<file path="src/rtl/muldiv_unit_pkg.sv">
// ============================================================================
// muldiv_unit_pkg : MD_OP codes and FSM state encodings for muldiv_unit
// Rev 1.0
// ============================================================================
`default_nettype none

package muldiv_unit_pkg;

   localparam logic [2:0] MD_OP_MULT  = 3'd0;
   localparam logic [2:0] MD_OP_MULTU = 3'd1;
   localparam logic [2:0] MD_OP_DIV   = 3'd2;
   localparam logic [2:0] MD_OP_DIVU  = 3'd3;
   localparam logic [2:0] MD_OP_MTHI  = 3'd4;
   localparam logic [2:0] MD_OP_MTLO  = 3'd5;

   localparam logic [1:0] IDLE = 2'd0;
   localparam logic [1:0] RUN  = 2'd1;
   localparam logic [1:0] FIX  = 2'd2;

   // Ops that go through the iterative datapath.
   function automatic logic op_is_iter(input logic [2:0] op);
      return (op == MD_OP_MULT) || (op == MD_OP_MULTU) ||
             (op == MD_OP_DIV)  || (op == MD_OP_DIVU);
   endfunction

endpackage

`default_nettype wire

</file>
<file path="src/rtl/muldiv_unit_iter_core.sv">
// ============================================================================
// md_iter_core : radix-2 shift-add multiply / restoring divide on magnitudes
// Rev 1.0
// ============================================================================
`default_nettype none

module md_iter_core #(
   parameter int WIDTH = 32,
   parameter int CNT_W = $clog2(WIDTH) + 1
) (
   input  logic             clk,
   input  logic             rst_n,
   input  logic             load,
   input  logic             step,
   input  logic             is_div,
   input  logic [WIDTH-1:0] a_in,
   input  logic [WIDTH-1:0] b_in,
   output logic [WIDTH-1:0] acc,
   output logic [WIDTH-1:0] sr,
   output logic             last
);

   logic [WIDTH-1:0] acc_q, acc_d, sr_q, sr_d, bop_q, bop_d, addend;
   logic [CNT_W-1:0] cnt_q, cnt_d;
   logic [WIDTH:0]   sum, rem_sh, diff;

   // Multiply: {acc,sr} is the product shifting right; divide: acc is the
   // partial remainder, sr shifts dividend bits out and quotient bits in.
   always_comb begin
      addend = sr_q[0] ? bop_q : '0;
      sum    = {1'b0, acc_q} + {1'b0, addend};
      rem_sh = {acc_q, sr_q[WIDTH-1]};
      diff   = rem_sh - {1'b0, bop_q};
      acc_d  = acc_q;
      sr_d   = sr_q;
      bop_d  = bop_q;
      cnt_d  = cnt_q;
      if (load) begin
         acc_d = '0;
         sr_d  = a_in;
         bop_d = b_in;
         cnt_d = '0;
      end else if (step) begin
         cnt_d = cnt_q + 1'b1;
         if (is_div) begin
            if (!diff[WIDTH]) begin
               acc_d = diff[WIDTH-1:0];
               sr_d  = {sr_q[WIDTH-2:0], 1'b1};
            end else begin
               acc_d = rem_sh[WIDTH-1:0];
               sr_d  = {sr_q[WIDTH-2:0], 1'b0};
            end
         end else begin
            acc_d = sum[WIDTH:1];
            sr_d  = {sum[0], sr_q[WIDTH-1:1]};
         end
      end
   end

   always_ff @(posedge clk or negedge rst_n) begin
      if (!rst_n) begin
         acc_q <= '0;
         sr_q  <= '0;
         bop_q <= '0;
         cnt_q <= '0;
      end else begin
         acc_q <= acc_d;
         sr_q  <= sr_d;
         bop_q <= bop_d;
         cnt_q <= cnt_d;
      end
   end

   assign acc  = acc_q;
   assign sr   = sr_q;
   assign last = (cnt_q == CNT_W'(WIDTH - 1));

endmodule

`default_nettype wire

</file>
<file path="src/rtl/muldiv_unit.sv">
// ============================================================================
// muldiv_unit : multi-cycle MULT/DIV unit with architectural HI/LO registers
// Rev 1.0
// ============================================================================
`default_nettype none

module muldiv_unit
   import muldiv_unit_pkg::*;
#(
   parameter int WIDTH = 32,
   parameter int CNT_W = $clog2(WIDTH) + 1
) (
   input  logic             clk,
   input  logic             rst_n,
   input  logic             start,
   input  logic [2:0]       op,
   input  logic [WIDTH-1:0] a,
   input  logic [WIDTH-1:0] b,
   input  logic             flush,
   output logic             busy,
   output logic             done,
   output logic [WIDTH-1:0] hi,
   output logic [WIDTH-1:0] lo
);

   logic [1:0]         state_q, state_d;
   logic [2:0]         op_q, op_d;
   logic               neg_res_q, neg_res_d, neg_rem_q, neg_rem_d;
   logic               dz_q, dz_d, done_q, done_d;
   logic [WIDTH-1:0]   hi_q, hi_d, lo_q, lo_d;
   logic               core_load, core_step, core_last, core_div;
   logic               signed_op, div_op, dz;
   logic [WIDTH-1:0]   a_mag, b_mag, core_acc, core_sr, q_fix, r_fix;
   logic [2*WIDTH-1:0] prod, prod_fix;

   md_iter_core #(.WIDTH(WIDTH), .CNT_W(CNT_W)) u_core (
      .clk    (clk),
      .rst_n  (rst_n),
      .load   (core_load),
      .step   (core_step),
      .is_div (core_div),
      .a_in   (a_mag),
      .b_in   (b_mag),
      .acc    (core_acc),
      .sr     (core_sr),
      .last   (core_last)
   );

   always_comb begin
      div_op    = (op == MD_OP_DIV) || (op == MD_OP_DIVU);
      signed_op = (op == MD_OP_MULT) || (op == MD_OP_DIV);
      dz        = div_op && (b == '0);
      // Divide-by-zero keeps the raw dividend so it can be returned in HI.
      a_mag     = (signed_op && a[WIDTH-1] && !dz) ? -a : a;
      b_mag     = (signed_op && b[WIDTH-1]) ? -b : b;
      core_div  = (op_q == MD_OP_DIV) || (op_q == MD_OP_DIVU);
      prod      = {core_acc, core_sr};
      prod_fix  = neg_res_q ? -prod : prod;
      q_fix     = neg_res_q ? -core_sr : core_sr;
      r_fix     = neg_rem_q ? -core_acc : core_acc;

      state_d   = state_q;
      op_d      = op_q;
      neg_res_d = neg_res_q;
      neg_rem_d = neg_rem_q;
      dz_d      = dz_q;
      hi_d      = hi_q;
      lo_d      = lo_q;
      done_d    = 1'b0;
      core_load = 1'b0;
      core_step = 1'b0;

      case (state_q)
         IDLE: begin
            if (start && !flush) begin
               if (op_is_iter(op)) begin
                  core_load = 1'b1;
                  op_d      = op;
                  neg_res_d = signed_op && (a[WIDTH-1] ^ b[WIDTH-1]);
                  neg_rem_d = signed_op && a[WIDTH-1];
                  dz_d      = dz;
                  state_d   = dz ? FIX : RUN;
               end else if (op == MD_OP_MTHI) begin
                  hi_d = a;
               end else if (op == MD_OP_MTLO) begin
                  lo_d = a;
               end
            end
         end
         RUN: begin
            if (flush) begin
               state_d = IDLE;
            end else begin
               core_step = 1'b1;
               if (core_last) state_d = FIX;
            end
         end
         FIX: begin
            state_d = IDLE;
            if (!flush) begin
               done_d = 1'b1;
               if (dz_q) begin
                  hi_d = core_sr;
                  lo_d = '1;
               end else if (core_div) begin
                  hi_d = r_fix;
                  lo_d = q_fix;
               end else begin
                  hi_d = prod_fix[2*WIDTH-1:WIDTH];
                  lo_d = prod_fix[WIDTH-1:0];
               end
            end
         end
         default: state_d = IDLE;
      endcase
   end

   always_ff @(posedge clk or negedge rst_n) begin
      if (!rst_n) begin
         state_q   <= IDLE;
         op_q      <= MD_OP_MULT;
         neg_res_q <= 1'b0;
         neg_rem_q <= 1'b0;
         dz_q      <= 1'b0;
         done_q    <= 1'b0;
         hi_q      <= '0;
         lo_q      <= '0;
      end else begin
         state_q   <= state_d;
         op_q      <= op_d;
         neg_res_q <= neg_res_d;
         neg_rem_q <= neg_rem_d;
         dz_q      <= dz_d;
         done_q    <= done_d;
         hi_q      <= hi_d;
         lo_q      <= lo_d;
      end
   end

   assign busy = (state_q != IDLE);
   assign done = done_q;
   assign hi   = hi_q;
   assign lo   = lo_q;

endmodule

`default_nettype wire

</file>
<file path="config.mk">
export PLATFORM = sky130hd
export DESIGN_NAME = muldiv_unit
export DESIGN_NICKNAME = d
export VERILOG_FILES = /design/src/rtl/muldiv_unit_pkg.sv /design/src/rtl/muldiv_unit_iter_core.sv /design/src/rtl/muldiv_unit.sv
export SDC_FILE = /design/constraint.sdc
export NUM_CORES = 1
export LEC_CHECK = 0
export CORE_MARGIN = 2
export CORE_UTILIZATION = 45
export CTS_CLUSTER_SIZE = 20
export DETAILED_ROUTE_END_ITERATION = 10
export GPL_TIMING_DRIVEN = 0
export PLACE_DENSITY = 0.65
export SYNTH_ARGS = -nofsm -noshare
export SYNTH_HDL_FRONTEND = slang
export SYNTH_SLANG_ARGS = --single-unit
</file>
<file path="constraint.sdc">
create_clock -name clk -period 4.5 [get_ports clk]
set_input_delay 0.45 -clock clk [delete_from_list [all_inputs] [get_ports clk]]
set_output_delay 0.45 -clock clk [all_outputs]
set_load 0.02 [all_outputs]
</file>
Yosys cells after proc, flatten, opt, wreduce, memory -nomap -nowiden
Index checks and enable logic that the tools add are counted.
{"block": "totals", "regBits": 175, "in_bits": 71, "out_inout_bits": 66, "wordCells": 106}
{"block": "op_classes", "mux": 43, "reduce_logical": 24, "n_eq_ne": 18, "addsub": 8, "n_bitwise": 1}
{"op": "$mux W32", "count": 25}
{"op": "$neg A32 Y32", "count": 4}
{"op": "$pmux W32 S2", "count": 2}
{"op": "$mux W64", "count": 1}
{"op": "$neg A64 Y64", "count": 1}
{"op": "$add A32 B32 Y33", "count": 1}
{"op": "$sub A33 B32 Y33", "count": 1}
{"op": "$logic_not A32 Y1", "count": 1}
{"op": "$ne A2 B2 Y1 const B", "count": 7}
{"op": "$eq A3 B2 Y1 const B", "count": 4}
{"op": "$mux W6", "count": 2}
{"op": "$mux W2", "count": 5}
{"op": "$mux W1", "count": 7}
{"op": "$add A6 B1 Y6 const B", "count": 1}
{"op": "$eq A3 B3 Y1 const B", "count": 2}
{"op": "$eq A6 B5 Y1 const B", "count": 1}
{"op": "$logic_and A1 B1 Y1", "count": 6}
{"op": "$logic_or A1 B1 Y1", "count": 6}
{"op": "$reduce_and A3 Y1", "count": 2}
{"op": "$reduce_and A6 Y1", "count": 1}
{"op": "$reduce_bool A2 Y1", "count": 3}
{"op": "$reduce_and A5 Y1", "count": 1}
{"op": "$pmux W2 S2", "count": 1}
{"op": "$eq A3 B1 Y1 const B", "count": 1}
{"op": "other kinds (7)", "count": 8}

Logic depth before layout (Yosys ltp)
Gate-level depths: netlist of run 1.
{"block": "depth", "ltp_word": 8, "mapped_depth": 14, "depth_no_buf": 14}

Modules after synthesis
A second synthesis of run 1 with hierarchy kept.
{"block": "hier_totals", "cells_unflattened": 1873, "hier_area_um2": 14954.3}
{"module": "md_iter_core", "area_each_um2": 8543.2, "seq_area_each_um2": 2552.4, "instances": 1, "cells_each": 1055}
{"module": "muldiv_unit", "area_each_um2": 6411.1, "seq_area_each_um2": 1801.7, "instances": 1, "cells_each": 818}

Worst setup path after synthesis of run 1
OpenSTA, ideal clock, no wires.
{"block": "synth_timing", "kind": "reg-to-reg", "from": "reg u_core.sr_q[0] (netlist: u_core.sr[0])", "to": "reg u_core.acc_q[21] (netlist: u_core.acc[21])", "setup_time_ns": 0.126, "arrival_ns": 3.093, "path_stages_with_launch": 15, "t_required_ns": 4.374, "path_buffers": 1, "period_less_slack_ns": 3.219, "slack_ns": 1.281, "cell_sequence": "dfrtp_1 -> inv_1 -> clkbuf_1 -> nor2_1 -> ha_1 -> a211oi_1 -> nor2_1 -> a211o_1 -> a21oi_1 -> o21ai_0 -> a221oi_1 -> o21ai_0 -> nand2_1 -> xnor2_1 -> a221o_1"}
{"block": "synth_via", "elab_chain_len": 5}
{"item": "from (decl)", "line": "muldiv_unit_iter_core.sv:23", "text": "logic [WIDTH-1:0] acc_q, acc_d, sr_q, sr_d, bop_q, bop_d, addend;"}
{"item": "from (signal assigned)", "line": "muldiv_unit_iter_core.sv:68", "text": "sr_q <= sr_d;"}
{"item": "$mux W32", "line": "muldiv_unit_iter_core.sv:30", "text": "addend = sr_q[0] ? bop_q : '0;"}
{"item": "$add A32 B32 Y33", "line": "muldiv_unit_iter_core.sv:31", "text": "sum = {1'b0, acc_q} + {1'b0, addend};"}
{"item": "$mux W32", "line": "muldiv_unit_iter_core.sv:45", "text": "if (is_div) begin"}
{"item": "$mux W32", "line": "muldiv_unit_iter_core.sv:43", "text": "end else if (step) begin"}
{"item": "$mux W32", "line": "muldiv_unit_iter_core.sv:38", "text": "if (load) begin"}
{"item": "to (signal assigned)", "line": "muldiv_unit_iter_core.sv:62", "text": "acc_q <= '0;"}
{"item": "to (signal assigned)", "line": "muldiv_unit_iter_core.sv:67", "text": "acc_q <= acc_d;"}
{"item": "to (decl)", "line": "muldiv_unit_iter_core.sv:23"}
No other way between the ends. The select of a mux whose other input is x is not followed.
A chain may end at the register's enable or synchronous reset.

Final worst setup path of run 1
{"block": "layout_timing", "from": "reg u_core.sr_q[31] (netlist: u_core.sr[31])", "to": "reg u_core.acc_q[19] (netlist: u_core.acc[19])"}
{"block": "layout_via", "elab_chain_len": 5}
{"item": "$sub A33 B32 Y33", "line": "muldiv_unit_iter_core.sv:33", "text": "diff = rem_sh - {1'b0, bop_q};"}
{"item": "$mux W32", "line": "muldiv_unit_iter_core.sv:46", "text": "if (!diff[WIDTH]) begin"}
{"item": "$mux W32", "line": "muldiv_unit_iter_core.sv:45"}
{"item": "$mux W32", "line": "muldiv_unit_iter_core.sv:43"}
{"item": "$mux W32", "line": "muldiv_unit_iter_core.sv:38"}
No other way between the ends. The select of a mux whose other input is x is not followed.

==> reports/results.ini, run 1 <==
[routing]
firstDrtPassIters = 6
viasPerCell = 6.27
wirelength_met1_mm = 22.6
dr_wl_met2_mm = 26.4
wl_per_cell_um = 23.3
drc_errors = 0
wl_met3_mm = 3.38
vias = 15228
routed_wl_mm = 56.5
ant_nets = 0
drtIter0Drc = 1362
maxUsedRoutingLayer = met4

[sta]
min_period_ns = 4.35
rsz0062_at_grt = no
worstMarginPinSlew_ns = 0.931
relSlewSlack_pct = 37.7
hold_viol = 0
finalCritPeriodShare_pct = 96.7
skew_ns = 0.0104
setup_viol = 0
drv_slew = 0
fmax_mhz = 230

[global_route]
grt_use_total_pct = 33.7
grt_pass1_vias = 14861
grt_pass1_wl_mm = 86.5
grt_max_degree = 113
grt_overflow = 0
antenna_found_initial = 0

[floorplanning]
die_y_um = 184
rows = 65
start_util_pct = 45.9
die_x_um = 184
die_area_sq_mm = 0.0337
io-pin-count = 137
core_region_area_sq_mm = 0.0316

[synth]
synth.area.top_cells = dfrtp_1, o21ai_0, nand2_1, ha_1, xor2_1
ys_ff_latch = 174
synth_edf_count = 0
syn-num-nets = 2001
ys_seq_area_share_pct = 30.0
synth_top_area_share_pct = 30.0
syn-mean-instance-area_sq_um = 7.81
yosysUniqueCellTypes = 80
async_reset_ff_share_pct = 100
synth_largest_area_cell = dfrtp_1
synth_most_common_cell = nand2_1
netlist_area_sq_mm = 0.0145
synth_ff_type = dfrtp_1
synthTopCellsByCount = nand2_1, o21ai_0, dfrtp_1
synthCells = 1859
ys_warn_count = 0

[clock_tree]
insertion_delay_ns = 0.47
clockBufferDepth = 2
clk_pin_slew_ns = 0.07
cts-root-buf = clkbuf_16
cts_htree_levels = 4
tritoncts = yes
cts-buffers-inserted = 17
numClockSinks = 174

[setup_path]
cp_cell_sequence = inv_1, ha_1, fa_1, nand2b_1, a21oi_2, o21ai_0, o32ai_2, nor3_1, nor2_1, xor2_2, clkbuf_4, clkbuf_4, mux2i_1, o21ai_0
required_ns = 4.82
arrival_ns = 4.67
cp_max_fo = 10
critPathSlowestCell = dfrtp_1
slowest_delay_ns = 0.58
start_kind = flop
crit_type = reg -> reg
rrSetupSlack_ns = 0.15
cp-end-kind = flop

[placed_design]
place_inst = 2397
gp_congestion = 0.990
io_buffer_count = 135
placed_area_sq_mm = 0.0164
hpwl_mm = 43.6

[min_path]
worstHoldPathType = in -> reg

[layout]
design_area_sq_mm = 0.0170
syn_to_final_growth_pct = 17.4
drive_gt1_share_pct = 3.99
final_cells = 2430
n_antenna_cell = 0
num-nets-final = 2157
final_util_pct = 53.9

[pwr]
ir_drop_mv = 0.360
power.density_mw_per_mm2 = 628
leakage_nw = 7.14

[run_status]
status = completed

[job]
maxCapViolCount = 0

## cells by family (layout without fill, tap and decap cells)
logic type / Yosys count / in the layout / synth area share [%]
flip-flops: 174 / 174 / 30.0
XOR/XNOR: 178 / 178 / 10.7
adder cells (fa/ha/maj): 71 / 71 / 6.22
buffers and inverters: 187 / 356 / 5.02
multiplexers: 32 / 32 / 2.21
AO/OA/AOI/OAI: 603 / 603 / 25.7
AND/OR/NAND/NOR: 614 / 614 / 20.1
## through the flow
stage	TNS (ns)	total power, W	hold slack (ns)	setup slack, ns
global placement	-819.69	0.00891	0.460	-4.74
detailed placement	-0.694	0.00900	0.438	-0.145
global route	0	0.0114	0.422	0.00908
finish	0	0.0107	0.428	0.147
floorplan	0	0.00690	0.154	1.28
CTS	0	0.0106	0.411	0.0934
## critical path: cells and delay by family, from the launching register on
kind,cells,cell delay [ns]
buf+inv,3,0.86
xor+xnor,1,0.34
flops,1,0.58
compound gates,4,0.84
mux,1,0.26
simple gates,3,0.60
fa+ha+maj,2,0.70
## power breakdown
group	switching, W	leakage, nW	total (W)	internal [W]
Combinational	0.00377	4.67	0.00636	0.00258
Clock	0.000715	0.290	0.00158	0.000866
Sequential	0.000704	2.18	0.00277	0.00207
## layer usage
metal / vias up / global-route usage [%]
li1: 6991 / -
met1: 7360 / 41.3
met2: 698 / 55.3
met3: 179 / 4.52
met4: 0 / 23.0
met5: - / 0
## cell type report
class                      count  area (sq um)
clock buffer                  20           467
buffer                       125           502
sequential                   174          4350
tap                          402           503
multi-input combinational   1498          9450
fill                        3110         14600
inverter                      62           233
timing repair buffer         137          1390
clock inverter                12           133
## cell usage in the layout, fill, tap and decap left out, types with 36 or more instances in the layout
cell	synthesis	routed
o21ai_0	219	218
nor3_1	36	36
ha_1	69	69
dfrtp_1	174	174
xor2_1	92	91
inv_1	62	62
nand2_1	240	240
nand3_1	53	53
clkbuf_1	105	105
xnor2_1	86	86
a21oi_1	117	116
o211ai_1	40	40
clkdlybuf4s50_1	0	134
nor2_1	137	137
## path summary, 6_finish.rpt
kind	end	start	depth (start not counted)
hold / removal	u_core.sr[2]	a[2]	3
setup / recovery	u_core.acc[19]	u_core.sr[31]	14
max in group asynchronous	u_core.cnt_q[3]	rst_n	3
min in group asynchronous	u_core.sr[9]	rst_n	2
hold reg to reg	hi[0]	hi[0]	2
setup reg to reg	u_core.acc[19]	u_core.sr[31]	14
## sequential cells by signal, summed over array words and instances, names as in the netlist, 2 cells and up
name	count
state_q	2
lo	32
u_core.cnt_q	6
u_core.bop_q	32
op_q	2
u_core.acc	32
hi	32
u_core.sr	32
## timing repair
action,CTS,global route
hold buffers,1,0
setup buffers,0,0
gates resized for setup,2,4
setup endpoints to repair,9,12
endpoints found under the hold margin,62,0
Note: power is estimated with default switching activity, not from simulation.
==> run 2, diff against run 1 <==
Clock period 4.5 ns to 4.35 ns, I/O delays scaled along.
==> run 2 against run 1 <==
Net effect: final cell count unchanged; sequential cell count unchanged; design area about the same; combinational power up 3.5%; clock skew down 0.00092 ns; sequential share of layout area about the same; worst setup slack better by 0.081 ns; power up 3.4%; core utilization about the same; register-to-register slack better by 0.08 ns.
==> reports/results.ini, run 2 (same netlist as run 1, synthesis figures left out) <==
[run_status]
status = completed

[floorplanning]
die_y_um = 184
die_x_um = 184
die_area_sq_mm = 0.0337
core_region_area_sq_mm = 0.0316
rows = 65
io-pin-count = 137
start_util_pct = 45.9

[setup_path]
arrival_ns = 4.49
cp_max_fo = 10
start_kind = flop
cp-end-kind = flop
crit_start = u_core.sr[0]
critical_path.top_delay_family = compound AO/OA/AOI/OAI gates
path_buf_inv = 2
required_ns = 4.72
slowest_delay_ns = 0.51
reg2reg_from = u_core.sr[0]
critPathSlowestCell = dfrtp_1
cp_cell_sequence = inv_1, clkbuf_1, nor2_1, ha_1, o211ai_1, o21bai_1, o2111a_1, o211a_1, nand3_1, a21oi_1, a221oi_1, o21ba_2, or3_1, o2111ai_1
crit_type = reg -> reg

[pwr]
leakage_nw = 7.14
power.density_mw_per_mm2 = 650
power_w = 0.0111
ir_drop_mv = 0.369

[layout]
syn_to_final_growth_pct = 17.4
final_cells = 2430
fillers = 3108
drive_gt1_share_pct = 4.14
design_area_sq_mm = 0.0171
multiInputGateArea_sq_mm = 0.00946
ff_latch_area_sq_mm = 0.00436
layout_commonest_cell = nand2_1
num-nets-final = 2157
n_antenna_cell = 0
final_cell_mix = nand2_1, o21ai_0, dfrtp_1, nor2_1, clkdlybuf4s50_1

[clock_tree]
cts_setup_buffers = 0
tritoncts = yes
insertion_delay_ns = 0.46
cts-root-buf = clkbuf_16
clk_pin_slew_ns = 0.07
cts-buffers-inserted = 17
cts_htree_levels = 4
numClockSinks = 174
clockBufferDepth = 2

[placed_design]
place_inst = 2397
io_buffer_count = 135
gp_congestion = 0.990
dp_slack_ns = -0.295
placed_area_sq_mm = 0.0164
hpwl_mm = 43.6

[global_route]
grt_pass1_vias = 14863
grt_pass1_wl_mm = 86.5
grt_max_degree = 113
antenna_found_initial = 0
grt_use_total_pct = 33.7
grt_overflow = 0

[job]
maxCapViolCount = 0

[sta]
skew_ns = 0.00952
hold_viol = 0
rsz0062_at_grt = no
finalCritPeriodShare_pct = 94.8
min_period_ns = 4.12
fmax_mhz = 243
relSlewSlack_pct = 37.9
holdWs_ns = 0.428
setup_viol = 0
drv_slew = 0
setup_ws_ns = 0.228
worstMarginPinSlew_ns = 0.928

[min_path]
worstHoldPathType = in -> reg
hold_start = a[2]

[routing]
routed_wl_mm = 56.6
viasPerCell = 6.29
drc_errors = 0
vias = 15273
drtIter0Drc = 1378
firstDrtPassIters = 5
ant_nets = 0
wl_per_cell_um = 23.3

-- run 2: cell types whose count changed in the layout (fill, tap and decap cells not counted) --
cell | before | now
o31ai_2 | 0 | 1
buf_4 | 0 | 1
nor3_1 | 36 | 35
dfrtp_1 | 174 | 173
nor3_2 | 2 | 3
dfrtp_2 | 0 | 1
clkbuf_4 | 2 | 1
o31ai_1 | 28 | 27
-- run 2: worst paths after layout --
path,depth (start not counted),slack [ns],end
min reg2reg,1,0.48,lo[21]
max in group asynchronous,3,2.84,u_core.sr[31]
max reg2reg,14,0.23,u_core.acc[30]
min in group asynchronous,2,0.52,u_core.sr[9]
max,14,0.23,u_core.acc[30]
min,3,0.43,u_core.sr[2]
-- run 2: area by class of cell --
cell class	count	share of cell area, %
buffer	125	2.94
clock buffer	20	2.74
clock inverter	12	0.778
inverter	62	1.36
multi-input combinational	1498	55.5
sequential	174	25.5
tap	402	2.95
timing repair buffer	137	8.17
-- run 2: power by group --
group          switching, W  leakage [nW]  internal (W)
clock              0.000738         0.290      0.000896
combinational       0.00391          4.67       0.00268
sequential         0.000722          2.18       0.00214
-- run 2: worst register-to-register path, delay by kind of cell, from the launching register on --
kind                     cells  cell delay, ns
AO/OA/AOI/OAI                8            1.84
flip-flops                   1            0.51
buffers and inverters        2            0.69
AND/OR/NAND/NOR              3            0.59
adder cells (fa/ha/maj)      1            0.39
-- run 2: per-stage QoR --
stage          util [%]  setup TNS [ns]
2_1_floorplan         -               0
3_3_place_gp       51.8         -844.24
3_5_place_dp       51.9           -2.25
4_1_cts            53.8               0
5_1_grt            53.9               0
6_report           53.9               0
-- run 2: timing repair --
item	in CTS	in global routing
hold buffers	1	0
endpoints found under the hold margin	62	0
resized for setup	3	6
endpoints found under the setup margin	14	25
-- run 2: metal layers --
layer	up-vias	global-route usage, %	share of wire [%]
met4	0	23.0	7.3
met3	175	4.66	6.6
met1	7351	41.3	40
met5	-	0	0
li1	6995	-	-
met2	752	55.4	46
==> run 3, diff against run 2 <==
Settings changed: PLACE_DENSITY 0.65 to not set, SLEW_MARGIN set to 5, SYNTH_HIERARCHICAL set to 1.
==> run 3 against run 2 <==
Net effect: the flow now finishes with violations (hold timing); largest power group unchanged; global-route usage rose by 0.78 points; area after synthesis up 3.0%; design area up 2.6%; fmax is 1.9% lower; die area rose by 2.9%; power down 9.0%; worst hold slack lost 0.45 ns; critical path depth rose by 1; core utilization is 0.26 points lower; final cell count grew 2.2%; sequential power hardly changed.
==> reports/results.ini, run 3 <==
[run_status]
status = complete, but fails checks
violations = hold timing

[synth]
syn-num-nets = 2015
yosysUniqueCellTypes = 85
synth_ff_type = dfrtp_1
netlist_area_sq_mm = 0.0150
syn-mean-instance-area_sq_um = 7.98
synth.area.top_cells = dfrtp_1, xnor2_1, o21ai_0, ha_1, nand2_1
async_reset_ff_share_pct = 100
synth_top_area_share_pct = 29.1
synth_most_common_cell = nand2_1
ys_seq_area_share_pct = 29.1
synthTopCellsByCount = nand2_1, o21ai_0, dfrtp_1
ys_ff_latch = 174
synthCells = 1873
synth_largest_area_cell = dfrtp_1
synth_edf_count = 0
ys_warn_count = 6

[floorplanning]
die_x_um = 186
die_y_um = 186
die_area_sq_mm = 0.0347
rows = 66
core_region_area_sq_mm = 0.0326
start_util_pct = 45.8
io-pin-count = 137

[global_route]
grt_overflow = 0
busiest_layer = met2
grt_pass1_vias = 14872
grt_max_degree = 102
antenna_found_initial = 0
met3_usage_pct = 3.78
grt_use_total_pct = 34.5
grt_pass1_wl_mm = 89.0
met1_usage_pct = 42.5
grt_use_met2_pct = 59.3

[placed_design]
hpwl_mm = 46.7
gp_congestion = 0.975
io_buffer_count = 135
placed_area_sq_mm = 0.0169
dp_slack_ns = -0.148

[layout]
n_antenna_cell = 0
design_area_sq_mm = 0.0175
fillers = 3140
syn_to_final_growth_pct = 17.0
layout_commonest_cell = nand2_1
drive_gt1_share_pct = 4.36
final_cell_mix = nand2_1, o21ai_0, dfrtp_1, nor2_1, a21oi_1
num-nets-final = 2170

[setup_path]
required_ns = 4.73
reg2reg_from = u_core/sr[0]
cp_max_fo = 11
slowest_delay_ns = 0.56
crit_start = u_core/sr[0]
crit_type = reg -> reg
crit_top_cell = a21oi_1
start_kind = flop
r2r_end = u_core/acc[31]
critPathSlowestCell = dfrtp_2
arrival_ns = 4.59
rrSetupSlack_ns = 0.15
reg2reg_depth = 15
cp-end-kind = flop
cp_cell_sequence = clkbuf_1, and2_1, ha_1, inv_1, fa_1, nand2b_1, a21oi_1, o32ai_2, o21ai_0, o21ai_1, o311ai_2, a41oi_1, o2111ai_1, o311ai_0, a21oi_1

[pwr]
power.density_mw_per_mm2 = 576
leakage_nw = 7.15
power_w = 0.0101
ir_drop_mv = 0.322

[sta]
final.setup.tns_ns = 0
relSlewSlack_pct = 3.57
rsz0062_at_grt = yes
drv_slew = 0
worstMarginPinSlew_ns = 1.43
setup_ws_ns = 0.148
fmax_mhz = 238
hold_viol = 8
finalCritPeriodShare_pct = 96.6
setup_viol = 0
holdWs_ns = -0.0206
skew_ns = 0.0138
min_period_ns = 4.20

[job]
maxCapViolCount = 0

[clock_tree]
insertion_delay_ns = 0.46
clk_pin_slew_ns = 0.07
cts-buffers-inserted = 17
cts_htree_levels = 4
numClockSinks = 174
cts_setup_buffers = 0
hold_buffers = 0
tritoncts = yes
cts-root-buf = clkbuf_16
clockBufferDepth = 2

[routing]
viasPerCell = 6.22
routed_wl_mm = 59.4
wl_per_cell_um = 23.9
vias = 15445
ant_nets = 0
firstDrtPassIters = 5
drtIter0Drc = 1404
drc_errors = 0

[min_path]
worstHoldPathType = in -> async

run 3: power breakdown:
part	internal (W)	switching [W]
Sequential	0.00207	0.000802
Clock	0.000881	0.000721
Combinational	0.00235	0.00326
run 3: layout make-up:
type | count | area (sq um) | share of cell area [%]
well taps | 442 | 553 | 3.16
clock inverters | 12 | 138 | 0.787
flip-flops and latches | 174 | 4360 | 24.9
clock buffers | 20 | 457 | 2.61
multi-input cells | 1549 | 10000 | 57.2
plain buffers | 92 | 384 | 2.20
inverters | 58 | 218 | 1.24
repair buffers | 136 | 1380 | 7.91
run 3: how the worst max path moves through the flow:
stage	end	depth (start not counted)
floorplan	u_core/acc[31]	15
global placement	u_core/bop_q[28]	1
detailed placement	u_core/acc[31]	15
CTS	u_core/acc[31]	15
global route	u_core/acc[31]	15
finish	u_core/acc[31]	15
run 3: cell families after synthesis:
group | after synthesis | share of synthesized area (%)
AOI/OAI and AO/OA | 617 | 26.0
xor gates and xnor gates | 168 | 9.84
adders and majority gates | 71 | 6.04
buffers and inverters | 150 | 4.02
DFF | 174 | 29.1
muxes | 59 | 4.13
and+or+nand+nor | 634 | 20.9
run 3: timing repair:
item	CTS	global route
hold endpoints to repair	0	0
endpoints found under the setup margin	2	11
gates resized for setup	2	2
run 3: per-stage QoR:
| stage | instances | utilization, % |
|---|---|---|
| floorplan | 1873 | - |
| global placement | 2450 | 51.7 |
| detailed placement | 2451 | 51.8 |
| CTS | 2483 | 53.6 |
| global route | 2483 | 53.6 |
| finish | 2483 | 53.6 |
run 3: layer usage:
| metal | vias up | share of wire (%) |
|---|---|---|
| met2 | 738 | 48 |
| met5 | - | 0 |
| met4 | 0 | 5.3 |
| met1 | 7384 | 40 |
| li1 | 7154 | - |
| met3 | 169 | 6.4 |
run 3: critical path, delay by kind of cell, from the launching register on:
| kind | cells | cell delay (ns) |
|---|---|---|
| flops | 1 | 0.56 |
| simple gates | 2 | 0.41 |
| buf+inv | 2 | 0.37 |
| compound gates | 9 | 2.26 |
| fa+ha+maj | 2 | 0.54 |
